<file path="src/rtl/regblock_pkg.sv">
// Shared types and helpers for the regblock command front-end.
package regblock_pkg;

    localparam int unsigned RbWidth = 32;

    typedef enum logic [0:0] {
        StInit = 1'b0,
        StRun  = 1'b1
    } state_e;

    typedef struct packed {
        logic               write;
        logic [RbWidth-1:0] data;
    } rsp_t;

    function automatic int unsigned idx_width(input int unsigned nregs);
        return (nregs > 1) ? $clog2(nregs) : 1;
    endfunction

endpackage

</file>
<file path="src/rtl/regblock_rsp_fifo.sv">
// Synchronous response FIFO; head entry is presented directly, no bypass path.
module regblock_rsp_fifo
    import regblock_pkg::*;
#(
    parameter int unsigned DEPTH = 4,
    parameter type entry_t = rsp_t
) (
    input  logic   clk_i,
    input  logic   rst_ni,
    input  logic   push_i,
    input  entry_t wdata_i,
    input  logic   pop_i,
    output entry_t rdata_o,
    output logic   empty_o,
    output logic   full_o
);

    localparam int unsigned PtrW = $clog2(DEPTH);

    logic [PtrW:0] wr_ptr_q, wr_ptr_d;
    logic [PtrW:0] rd_ptr_q, rd_ptr_d;
    entry_t        mem_q [DEPTH];
    logic          do_pop;

    assign empty_o = (wr_ptr_q == rd_ptr_q);
    assign full_o  = (wr_ptr_q[PtrW] != rd_ptr_q[PtrW]) &&
                     (wr_ptr_q[PtrW-1:0] == rd_ptr_q[PtrW-1:0]);
    assign rdata_o = mem_q[rd_ptr_q[PtrW-1:0]];

    // A pop against an empty FIFO is dropped even if a push lands this cycle.
    assign do_pop = pop_i && !empty_o;

    always_comb begin
        wr_ptr_d = wr_ptr_q;
        rd_ptr_d = rd_ptr_q;
        if (push_i) wr_ptr_d = wr_ptr_q + 1'b1;
        if (do_pop) rd_ptr_d = rd_ptr_q + 1'b1;
    end

    always_ff @(posedge clk_i or negedge rst_ni) begin
        if (!rst_ni) begin
            wr_ptr_q <= '0;
            rd_ptr_q <= '0;
        end else begin
            wr_ptr_q <= wr_ptr_d;
            rd_ptr_q <= rd_ptr_d;
        end
    end

    always_ff @(posedge clk_i) begin
        if (push_i) mem_q[wr_ptr_q[PtrW-1:0]] <= wdata_i;
    end

    push_not_full_a: assert property (@(posedge clk_i) disable iff (!rst_ni) !(push_i && full_o));

endmodule

</file>
<file path="src/rtl/regblock_cmd_ctrl.sv">
// Command front-end for regblock: clears all registers after reset, then issues commands
// through a two-stage pipeline and returns in-order responses under credit flow control.
module regblock_cmd_ctrl
    import regblock_pkg::*;
#(
    parameter int unsigned WIDTH     = 32,
    parameter int unsigned NREGS     = 2,
    parameter int unsigned RSP_DEPTH = 4,
    localparam int unsigned IdxW     = idx_width(NREGS)
) (
    input  logic             clk,
    input  logic             rst_n,
    input  logic             cmd_valid,
    output logic             cmd_ready,
    input  logic             cmd_write,
    input  logic [IdxW-1:0]  cmd_idx,
    input  logic [WIDTH-1:0] cmd_wdata,
    output logic             rsp_valid,
    input  logic             rsp_ready,
    output logic             rsp_write,
    output logic [WIDTH-1:0] rsp_data,
    output logic             rb_en,
    output logic [IdxW-1:0]  rb_wr_index,
    output logic [WIDTH-1:0] rb_d,
    output logic [IdxW-1:0]  rb_rd_index,
    input  logic [WIDTH-1:0] rb_q
);

    localparam int unsigned CredW = $clog2(RSP_DEPTH + 1);

    typedef struct packed {
        logic             write;
        logic [WIDTH-1:0] data;
    } rsp_entry_t;

    state_e           state_q, state_d;
    logic [IdxW-1:0]  init_cnt_q, init_cnt_d;
    logic [CredW-1:0] credits_q, credits_d;
    logic             rb_en_q, rb_en_d;
    logic [IdxW-1:0]  rb_wr_index_q, rb_wr_index_d;
    logic [WIDTH-1:0] rb_d_q, rb_d_d;
    logic [IdxW-1:0]  rb_rd_index_q, rb_rd_index_d;
    logic             s1_valid_q, s1_valid_d, s1_write_q, s1_write_d;
    logic             s2_valid_q, s2_valid_d, s2_write_q, s2_write_d;

    logic       accept, pop, fifo_empty, fifo_full;
    rsp_entry_t push_entry, head_entry;

    assign cmd_ready = (state_q == StRun) && (credits_q != '0);
    assign accept    = cmd_valid && cmd_ready;
    assign rsp_valid = !fifo_empty;
    assign pop       = rsp_valid && rsp_ready;
    assign rsp_write = head_entry.write;
    assign rsp_data  = head_entry.data;

    assign rb_en       = rb_en_q;
    assign rb_wr_index = rb_wr_index_q;
    assign rb_d        = rb_d_q;
    assign rb_rd_index = rb_rd_index_q;

    // rb_q for an S2 read is valid now: its index was driven from S1 last cycle.
    assign push_entry.write = s2_write_q;
    assign push_entry.data  = s2_write_q ? '0 : rb_q;

    always_comb begin
        state_d       = state_q;
        init_cnt_d    = init_cnt_q;
        rb_en_d       = 1'b0;
        rb_wr_index_d = rb_wr_index_q;
        rb_d_d        = rb_d_q;
        rb_rd_index_d = rb_rd_index_q;
        s1_valid_d    = accept;
        s1_write_d    = cmd_write;
        s2_valid_d    = s1_valid_q;
        s2_write_d    = s1_write_q;

        case (state_q)
            StInit: begin
                rb_en_d       = 1'b1;
                rb_wr_index_d = init_cnt_q;
                rb_d_d        = '0;
                if (init_cnt_q == IdxW'(NREGS - 1)) begin
                    state_d = StRun;
                end else begin
                    init_cnt_d = init_cnt_q + 1'b1;
                end
            end
            StRun: begin
                if (accept) begin
                    if (cmd_write) begin
                        rb_en_d       = 1'b1;
                        rb_wr_index_d = cmd_idx;
                        rb_d_d        = cmd_wdata;
                    end else begin
                        rb_rd_index_d = cmd_idx;
                    end
                end
            end
            default: state_d = StInit;
        endcase
    end

    // One credit per outstanding command, covering both pipeline stages and the FIFO.
    always_comb begin
        credits_d = credits_q;
        case ({accept, pop})
            2'b10:   credits_d = credits_q - 1'b1;
            2'b01:   credits_d = credits_q + 1'b1;
            default: credits_d = credits_q;
        endcase
    end

    always_ff @(posedge clk or negedge rst_n) begin
        if (!rst_n) begin
            state_q       <= StInit;
            init_cnt_q    <= '0;
            credits_q     <= CredW'(RSP_DEPTH);
            rb_en_q       <= 1'b0;
            rb_wr_index_q <= '0;
            rb_d_q        <= '0;
            rb_rd_index_q <= '0;
            s1_valid_q    <= 1'b0;
            s1_write_q    <= 1'b0;
            s2_valid_q    <= 1'b0;
            s2_write_q    <= 1'b0;
        end else begin
            state_q       <= state_d;
            init_cnt_q    <= init_cnt_d;
            credits_q     <= credits_d;
            rb_en_q       <= rb_en_d;
            rb_wr_index_q <= rb_wr_index_d;
            rb_d_q        <= rb_d_d;
            rb_rd_index_q <= rb_rd_index_d;
            s1_valid_q    <= s1_valid_d;
            s1_write_q    <= s1_write_d;
            s2_valid_q    <= s2_valid_d;
            s2_write_q    <= s2_write_d;
        end
    end

    regblock_rsp_fifo #(
        .DEPTH   (RSP_DEPTH),
        .entry_t (rsp_entry_t)
    ) u_rsp_fifo (
        .clk_i   (clk),
        .rst_ni  (rst_n),
        .push_i  (s2_valid_q),
        .wdata_i (push_entry),
        .pop_i   (pop),
        .rdata_o (head_entry),
        .empty_o (fifo_empty),
        .full_o  (fifo_full)
    );

    // Credits guarantee the FIFO never fills past capacity; full is only observed by the assertion.
    logic unused_full;
    assign unused_full = fifo_full;

endmodule
</file>
<file path="config.mk">
export PLATFORM = sky130hd
export DESIGN_NAME = regblock_cmd_ctrl
export DESIGN_NICKNAME = d
export VERILOG_FILES = /design/src/rtl/regblock_pkg.sv /design/src/rtl/regblock_rsp_fifo.sv /design/src/rtl/regblock_cmd_ctrl.sv
export SDC_FILE = /design/constraint.sdc
export NUM_CORES = 1
export LEC_CHECK = 0
export BUFFER_PORTS_ARGS = -buffer_cell sky130_fd_sc_hd__buf_2
export CORE_MARGIN = 1
export CORE_UTILIZATION = 35
export DETAILED_ROUTE_END_ITERATION = 8
export GPL_ROUTABILITY_DRIVEN = 0
export SYNTH_ARGS = -nofsm -noshare
export SYNTH_HDL_FRONTEND = slang
export SYNTH_SLANG_ARGS = --single-unit
</file>
<file path="constraint.sdc">
create_clock -name clk -period 2.9 [get_ports clk]
set_clock_uncertainty 0.15 [all_clocks]
set_input_delay 0.145 -clock clk [delete_from_list [all_inputs] [get_ports clk]]
set_output_delay 0.145 -clock clk [all_outputs]
set_load 0.01 [all_outputs]
</file>
After elaboration in Yosys (flattened, before gate mapping)
Memory sizes are Yosys's and may differ from the RTL's.
Index checks and enable logic that the tools add are counted.
Widths: inputs -> output; s select.
{ "totals": {"reg_bits": 50, "mem_bits_rw": 132, "input_bits": 70, "out_inout_bits": 70, "wordCells": 51, "n_memories": 1} }
{ "classes": {"addsub": 5, "eq_ne": 5, "n_mux": 16, "bitwise_logic": 2, "reduce_logical": 9} }
{ "mem_list": {"columns": ["name", "words", "width", "read_ports", "rd_ports_with_merged_regs", "wr", "line_no", "source"], "rows": [
  ["u_rsp_fifo.mem_q", 4, 33, 1, 0, 1, "regblock_rsp_fifo.sv:22", "entry_t mem_q [DEPTH];"]
]} }
{ "ops": {"columns": ["op", "count"], "rows": [
  ["$mux 32", 3],
  ["$pmux 32 s2", 1],
  ["$add 3x1->3 const B", 3],
  ["$mux 1", 9],
  ["$pmux 3 s2", 1],
  ["$logic_and 1x1->1", 4],
  ["$pmux 1 s2", 2],
  ["$eq 3x3->1", 1],
  ["$reduce_and 3->1", 1],
  ["$reduce_bool 3->1", 1],
  ["$sub 3x1->3 const B", 1],
  ["$eq 2x1->1 const B", 1],
  ["$eq 2x2->1 const B", 1],
  ["$ne 2x1->1 const B", 1],
  ["$ne 2x2->1 const B", 1],
  ["$not 1->1", 2],
  ["$reduce_and 2->1", 1],
  ["$reduce_bool 2->1", 1],
  ["$add 1x1->1 const B", 1],
  ["$logic_not 1->1", 1]
]} }

Depth between registers and ports, before layout
Gate-level depths: netlist (run 1).
{ "depth": {"ltp_word": 5, "mapped_depth": 11, "ltp_nobuf": 9} }

Modules after synthesis
From an unflattened synthesis (run 1), not the netlist that was laid out.
{ "unflattened": {"hier_cells": 427, "area_unflattened_um2": 7362.1} }
{ "by_module_without_submodules": {"columns": ["module", "instances", "cells_per_inst", "area_per_inst_um2", "seq_area_each_um2"], "rows": [
  ["regblock_rsp_fifo", 1, 214, 5241.3, 4113.9],
  ["regblock_cmd_ctrl", 1, 213, 2120.8, 1102.3]
]} }

Worst setup path before layout (run 1)
OpenSTA, ideal clock, no wires.
{ "synth_timing": {"path_type": "reg-to-reg", "start": "register credits_q[0]", "end": "register credits_q[2]", "setup_ps": 75, "t_arrival_ps": 2101, "required_ps": 2675, "path_slack_ps": 574, "path_stages_with_launch": 11, "path_buffers": 2, "synth_period_minus_slack_ps": 2326, "cell_sequence": "dfrtp_1 > o31a_1 > buf_6 > buf_2 > nand2_1 > ha_1 > inv_1 > fa_1 > xor2_1 > nor2_1 > xor2_1"} }
{ "synth_via": {"elab_chain_cells": 5, "word_cells_on_any_way": 9, "cone_classes": "add/sub (2); eq/ne (2); mux (1); reduce/logical (4)"} }
{ "synth_rtl": {"columns": ["item", "line_no", "source"], "rows": [
  ["start, declared", "regblock_cmd_ctrl.sv:38", "logic [CredW-1:0] credits_q, credits_d;"],
  ["start signal, assigned", "regblock_cmd_ctrl.sv:117", "credits_q <= CredW'(RSP_DEPTH);"],
  ["start signal, assigned", "regblock_cmd_ctrl.sv:129", "credits_q <= credits_d;"],
  ["$reduce_bool 3->1 (*)", "regblock_cmd_ctrl.sv:49", "assign cmd_ready = (state_q == StRun) && (credits_q != '0);"],
  ["$logic_and 1x1->1 (*)", "regblock_cmd_ctrl.sv:49", null],
  ["via cmd_ready", "regblock_cmd_ctrl.sv:14", "output logic cmd_ready,"],
  ["$logic_and 1x1->1 (*)", "regblock_cmd_ctrl.sv:50", "assign accept = cmd_valid && cmd_ready;"],
  ["$eq 2x1->1 / $eq 2x2->1 (equally long branches)", "regblock_cmd_ctrl.sv:106", "case ({accept, pop})"],
  ["$pmux 3 s2 / $reduce_bool 2->1 (equally long branches)", null, null]
]} }
Mark *: on every way through the listed nets, which the timed path passes. The rest lies on a longest branch.
A chain may end at the register's enable or synchronous reset.

Final worst setup path (run 1)
{ "layout_timing": {"start": "register u_rsp_fifo.rd_ptr_q[0]", "end": "output rsp_data[0]"} }
{ "layout_via": {"elab_chain_cells": 1} }
{ "layout_rtl": {"columns": ["item", "line_no", "source"], "rows": [
  ["start, declared", "regblock_rsp_fifo.sv:21", "logic [PtrW:0] rd_ptr_q, rd_ptr_d;"],
  ["start signal, assigned", "regblock_rsp_fifo.sv:46", "rd_ptr_q <= rd_ptr_d;"],
  ["$mem_v2 4x33", null, null],
  ["end, declared", "regblock_cmd_ctrl.sv:21", "output logic [WIDTH-1:0] rsp_data,"]
]} }
Every way passes these cells.

==> results of run 1 <==
==> critical path, cell delays in order (launching register included) <==
cell and delay, ns:
dfrtp_2 0.36, buf_4 0.58, mux4_2 0.63, buf_2 0.16
==> metal layers <==
layer / global-route usage (%) / vias up / wire, um
li1: - / 2013 / -
met1: 18.8 / 2170 / 6380
met2: 25.5 / 160 / 7500
met3: 4.31 / 19 / 1040
met4: 5.26 / 0 / 209
met5: 0 / - / 0
==> power breakdown <==
group | switching (mW) | internal (mW)
clock | 1.01 | 1.38
combinational | 0.0805 | 0.107
sequential | 0.000348 | 2.79
==> worst paths after layout <==
path | start | endpoint | slack (ns) | cells past startpoint
hold / removal | rb_q[13] | u_rsp_fifo.mem_q[1][13] | 0.03 | 2
setup / recovery | u_rsp_fifo.rd_ptr_q[0] | rsp_data[0] | 0.44 | 3
min in group asynchronous | rst_n | rb_d[10] | 0.09 | 2
setup reg to reg | u_rsp_fifo.wr_ptr_q[1] | credits_q[2] | 0.50 | 9
hold reg to reg | s1_valid_q | s2_valid_q | 0.20 | 0
max in group asynchronous | rst_n | rb_d[4] | 1.75 | 3
==> placed cells by master (no fill, tap or decap), drive strengths merged, types with 2 or more instances in the layout <==
master,synthesis,layout
and2,6,6
clkinvlp,0,4
ha,6,6
clkbuf,15,17
nand3,32,32
xnor2,3,3
nor2,2,2
or3,2,2
nand2b,2,2
dlygate4sd3,0,69
dfrtp,49,49
nor2b,32,32
o21ai,33,33
bufinv,0,3
nand2,35,35
xor2,6,6
mux2,3,3
buf,12,152
inv,8,12
mux4,33,33
edfxtp,132,132
clkinv,0,4
==> flip-flops by register name, indices dropped and copies added (netlist names) <==
register,cells
u_rsp_fifo.rd_ptr_q,3
s1_valid_q,1
u_rsp_fifo.wr_ptr_q,3
rb_wr_index,1
rb_d,32
s1_write_q,1
s2_write_q,1
rb_en,1
s2_valid_q,1
state_q,1
init_cnt_q,1
rb_rd_index,1
credits_q,3
u_rsp_fifo.mem_q,132
==> timing repair <==
| item | 4_1_cts | 5_1_grt |
|---|---|---|
| hold buffers | 69 | 0 |
| setup endpoints to repair | 0 | 0 |
| hold endpoints to repair | 186 | 0 |
==> stage by stage <==
step | setup slack [ns] | utilization, %
2_1_floorplan | 0.574 | -
3_3_place_gp | 0.658 | 40.7
3_5_place_dp | 0.496 | 40.7
4_1_cts | 0.358 | 47.1
5_1_grt | 0.286 | 47.1
6_report | 0.440 | 47.1
==> area by class of cell <==
| cell class | instances | area share (%) |
|---|---|---|
| antenna | 1 | 0.0262 |
| tap | 270 | 3.53 |
| multi-input combinational | 204 | 19.6 |
| clock buffer | 17 | 4.45 |
| clock inverter | 15 | 2.05 |
| sequential | 182 | 54.5 |
| timing repair buffer | 221 | 15.5 |
| inverter | 8 | 0.314 |
==> logic make-up after synthesis <==
group                      after synthesis  synth area share, %
xor gates and xnor gates                 9                 1.08
muxes                                   37                 10.8
adders and majority gates                7                 1.31
and+or+nand+nor                        112                 7.87
DFF                                    182                 71.8
AOI/OAI and AO/OA                       39                 4.61
buffers and inverters                   35                 2.51
==> metrics.txt, run 1 <==
flops & latches, synth 182; Starting Density 35.8%; Post-CTS Resized 0; WP data required 2.61 ns; total CTS buffers 17; post-synth net total 498; clock buffer depth 2; die width 146 um; number of nets in the layout 711; Filler cells 1,758; list of most frequent post-synthesis cells 132 x edfxtp_1, 49 x dfrtp_1, 35 x nand2_1; most common cell in the synthesized netlist edfxtp_1; RSZ-0062 raised after global routing no; final setup violating endpoints 0; postcts setup bufs 0; DR vias/cell 4.75; vias in the first global route 4,806; Cells after Synth 421; Finished Layout Cells 918; H-tree depth 4; Seq. cell area 0.00522 mm2; Detailed Place HPWL 9.10 mm; Yosys cell types 32; Worst EP arrival 2.17 ns; Worst Tran Pin Value 0.715 ns; Port Buf Inserts 139; worst vdd ir 0.382 mV; Area Overhead vs Synth 31.7%; Setup CP Type register to primary output; via count 4,362; DRC 0; post-synthesis cell area 0.00727 mm2; I/O Pins 140; Top FF cell, synth edfxtp_1; TritonCTS clock tree built; CTS root buffer clkbuf_16; Final Critical Period 2.46 ns; CORE AREA 0.0203 mm2; Slew Viols, Final 0; Yosys top cell by area edfxtp_1; top-area cell type share of the netlist area 54.5%; placement row count 52; WL/cell 16.5 um; post-route ant nets 0; layout cells sized above 1 39.9%; ranking of synthesized cells by area edfxtp_1 55%, dfrtp_1 17%, mux4_2 10%; final WL 15.1 mm; Max FO, Critical Path 35; Finished Cell Area 0.00957 mm2; largest net degree at the start of global routing 37; placed cell count 816; Sink Count 182; Placed Area 0.00825 mm2; WHS 0.0291 ns; status finished, final reports clean; Max-slew headroom 52.3%; Max Cap Viol 0; Syn Area/Cell 17.3 um2; Hold/Removal Path Class input port to register; first-pass GRT wire length 24.9 mm; total negative setup slack 0 ns; Power Total 5.37 mW; Die Span Y 146 um; initial antenna violation count 1; Post-synth EDFFs 132; Clock transition at path regs 0.07 ns; Final Cycle Share 84.8%; total grt overflow 0; leakage power 3.75 nW; gr usage total 15.2%; Critical Path Source Type register; PD cells 561 mW/mm2; CP endpoint kind primary output; clock insertion delay at the later pin of the skew report 0.42 ns; Yosys Warn Count 0; multi-input logic area 0.00187 mm2; post-synthesis async set-or-reset flop share 27.5%; Die Area 0.0213 mm2; sequential-to-total area share from yosys stat 71.8%; final hold vios 0; Detailed Routing Iterations Pass 1 4; drt initial violations 286; f_max 406 MHz
Power figures use the tool's default switching activity.
==> run 2, diff against run 1 <==
--- a/config.mk
+++ b/config.mk
@@ -5,6 +5,7 @@
 export SDC_FILE = /design/constraint.sdc
 export NUM_CORES = 1
 export LEC_CHECK = 0
+export ABC_AREA = 1
 export BUFFER_PORTS_ARGS = -buffer_cell sky130_fd_sc_hd__buf_2
 export CORE_MARGIN = 1
 export CORE_UTILIZATION = 35
==> constraint.sdc (replaced) <==
create_clock -name clk -period 2 [get_ports clk]
set_clock_uncertainty 0.15 [all_clocks]
set_input_delay 0.1 -clock clk [delete_from_list [all_inputs] [get_ports clk]]
set_output_delay 0.1 -clock clk [all_outputs]
set_load 0.01 [all_outputs]
==> run 2 against run 1 <==
  * The flow now finishes with violations (negative setup slack)
  * Final cell count grew 23%
  * Combinational power grew to 27 times the previous value
  * Global-route usage grew 1.1 points
  * Critical path type is now register to register
  * Critical endpoint is now credits_q[1]
  * Critical path depth grew 7
  * Die area grew 1.8%
  * Clock-buffer cell count grew 1
  * Synthesized cell count grew 46%
  * Routed wire length grew 13%
  * Utilization grew 1.8 points
  * Sequential power grew 90%
==> metrics.txt, run 2 <==
number of nets in the layout 926; initial antenna violation count 0; CORE AREA 0.0205 mm2; Post-synth EDFFs 132; list of most frequent post-synthesis cells 132 x edfxtp_1, 101 x nor2_1, 60 x nand2_1; post-route ant nets 0; DP Worst Slack 0.0405 ns; sequential-to-total area share from yosys stat 70.5%; post-synthesis cell area 0.00740 mm2; drt initial violations 334; Area Overhead vs Synth 35.5%; Critical Path Slowest Stage Cell dfrtp_2; Yosys Warn Count 0; Crit path top cell by count nand2_2; Die Area 0.0217 mm2; gr usage total 16.2%; Yosys cell types 29; I/O Pins 140; Cells after Synth 616; most common cell in the synthesized netlist edfxtp_1; FF-to-FF End credits_q[1]; commonest non-fill, non-tap cell in the layout buf_2; Top FF cell, synth edfxtp_1; Slew Viols, Final 0; WL/cell 15.2 um; via count 5,245; Worst Reg2Reg Path Length in Cells 10; post-synth net total 693; Max Cap Viol 0; Detailed Routing Iterations Pass 1 4; setup ws final -0.0119 ns; total grt overflow 0; TritonCTS clock tree built; Clock transition at path regs 0.07 ns; reg2reg setup slack -0.01 ns; top-area cell type share of the netlist area 53.6%; Filler cells 1,803; Yosys top cell by area edfxtp_1; Starting Density 36.1%; most frequent cells in the layout 139 x buf_2, 132 x edfxtp_1, 100 x nor2_1; largest net degree at the start of global routing 51; Port Buf Inserts 139; PD cells 1370 mW/mm2; status finished, violations left; Final Critical Period 2.01 ns; Die Span Y 147 um; Worst Tran Pin Value 0.652 ns; ranking of synthesized cells by area edfxtp_1 54%, dfrtp_1 17%, nor2_1 5.1%; vias in the first global route 5,232; die width 147 um; Max-slew headroom 56.5%; Critical Path Source Type register; CP endpoint kind register; CTS root buffer clkbuf_16; post-synthesis async set-or-reset flop share 27.5%; slowest stage delay, CP 0.45 ns; worst vdd ir 0.595 mV; Detailed Place HPWL 9.07 mm; layout cells sized above 1 30.7%; FF-to-FF Start u_rsp_fifo.rd_ptr_q[0]; Worst Setup SP u_rsp_fifo.rd_ptr_q[0]; worst-path cell chain inv_4 > nand2_2 > nand2_2 > nand3_2 > nand2_2 > inv_2 > ha_4 > inv_4 > fa_2 > mux2_4; leakage power 4.30 nW; final WL 17.2 mm; clock buffer depth 2; Max FO, Critical Path 4; H-tree depth 4; final hold vios 0; clock insertion delay at the later pin of the skew report 0.43 ns; Syn Area/Cell 12.0 um2; Hold/Removal Path Class input port to asynchronous set/reset pin; total CTS buffers 17; failing checks negative setup slack; final setup violating endpoints 1; Sink Count 182; placement row count 52; flops & latches, synth 182; WP data required 2.16 ns; Worst EP arrival 2.17 ns; RSZ-0062 raised after global routing yes; first-pass GRT wire length 26.7 mm; Final Cycle Share 101%; ant diodes 0; f_max 497 MHz; DRC 0; DR vias/cell 4.63; Setup CP Type register to register; total negative setup slack -0.0119 ns; max reg flops 132
==> run 2: cell count changes after synthesis, moves of 31 or more <==
cell	previous run	this run
o21ai_0	4	58
o22ai_1	1	33
nand2_2	0	31
nor2_1	2	101
mux4_2	33	0
inv_1	8	44
nor2b_1	32	0
==> run 2: how the worst max path moves through the flow <==
stage,end,slack (ns),depth (start not counted)
floorplan,credits_q[1],-0.10,9
global placement,credits_q[1],0.05,10
detailed placement,credits_q[1],0.04,10
CTS,rsp_data[2],-0.01,4
global route,credits_q[1],-0.1,10
finish,credits_q[1],-0.01,10
==> run 2: cells by family (layout without fill, tap and decap cells) <==
| kind of cell | after synthesis | after routing | share of synthesized area [%] |
|---|---|---|---|
| AO/OA/AOI/OAI | 103 | 103 | 7.56 |
| flip-flops | 182 | 182 | 70.5 |
| XOR/XNOR | 6 | 6 | 0.711 |
| buffers and inverters | 84 | 330 | 5.80 |
| adder cells (fa/ha/maj) | 7 | 7 | 1.29 |
| multiplexers | 1 | 1 | 0.152 |
| AND/OR/NAND/NOR | 233 | 233 | 14.0 |
==> run 2: layout make-up <==
class	instances	area, um2	share of cell area (%)
clock buffer	18	429	4.28
clock inverter	14	161	1.61
inverter	49	194	1.93
multi-input combinational	350	1800	18.0
sequential	182	5220	52.1
tap	270	338	3.37
timing repair buffer	249	1880	18.8
==> run 2: repair_timing <==
action	in CTS	in global routing
gates cloned	2	3
pin swaps	5	7
setup endpoints to repair	33	32
resized for setup	12	20
endpoints found under the hold margin	193	0
buffers inserted	6	2
hold buffers	70	0
==> run 2: metrics by stage <==
step	utilization (%)	hold slack, ns	power, mW	cell area (um2)	cells
floorplan	-	-0.346	8.08	7410	616
global placement	41.4	0.00306	9.81	8480	1018
detailed placement	41.4	0.00736	9.86	8480	1018
CTS	48.4	0.0816	13.6	9930	1128
global route	48.9	0.116	14.6	10000	1132
finish	48.9	0.0782	13.7	10000	1132
==> run 2: routing by layer <==
metal	vias up	part of all wire, %	track usage (%)
li1	2573	-	-
met1	2491	43	19.0
met2	165	50	28.8
met3	16	5.6	4.29
met4	0	1.4	5.41
met5	-	0	0
==> run 2: critical path, delay by kind of cell (launching register included) <==
| family | cells | cell delay (ns) |
|---|---|---|
| buffers and inverters | 3 | 0.18 |
| flip-flops | 1 | 0.45 |
| adder cells (fa/ha/maj) | 2 | 0.57 |
| multiplexers | 1 | 0.27 |
| AND/OR/NAND/NOR | 4 | 0.26 |
==> run 2: where the power goes <==
| part | internal, mW | total (mW) | switching (mW) |
|---|---|---|---|
| Clock | 1.68 | 3.26 | 1.58 |
| Sequential | 5.00 | 5.33 | 0.334 |
| Combinational | 2.18 | 5.13 | 2.96 |
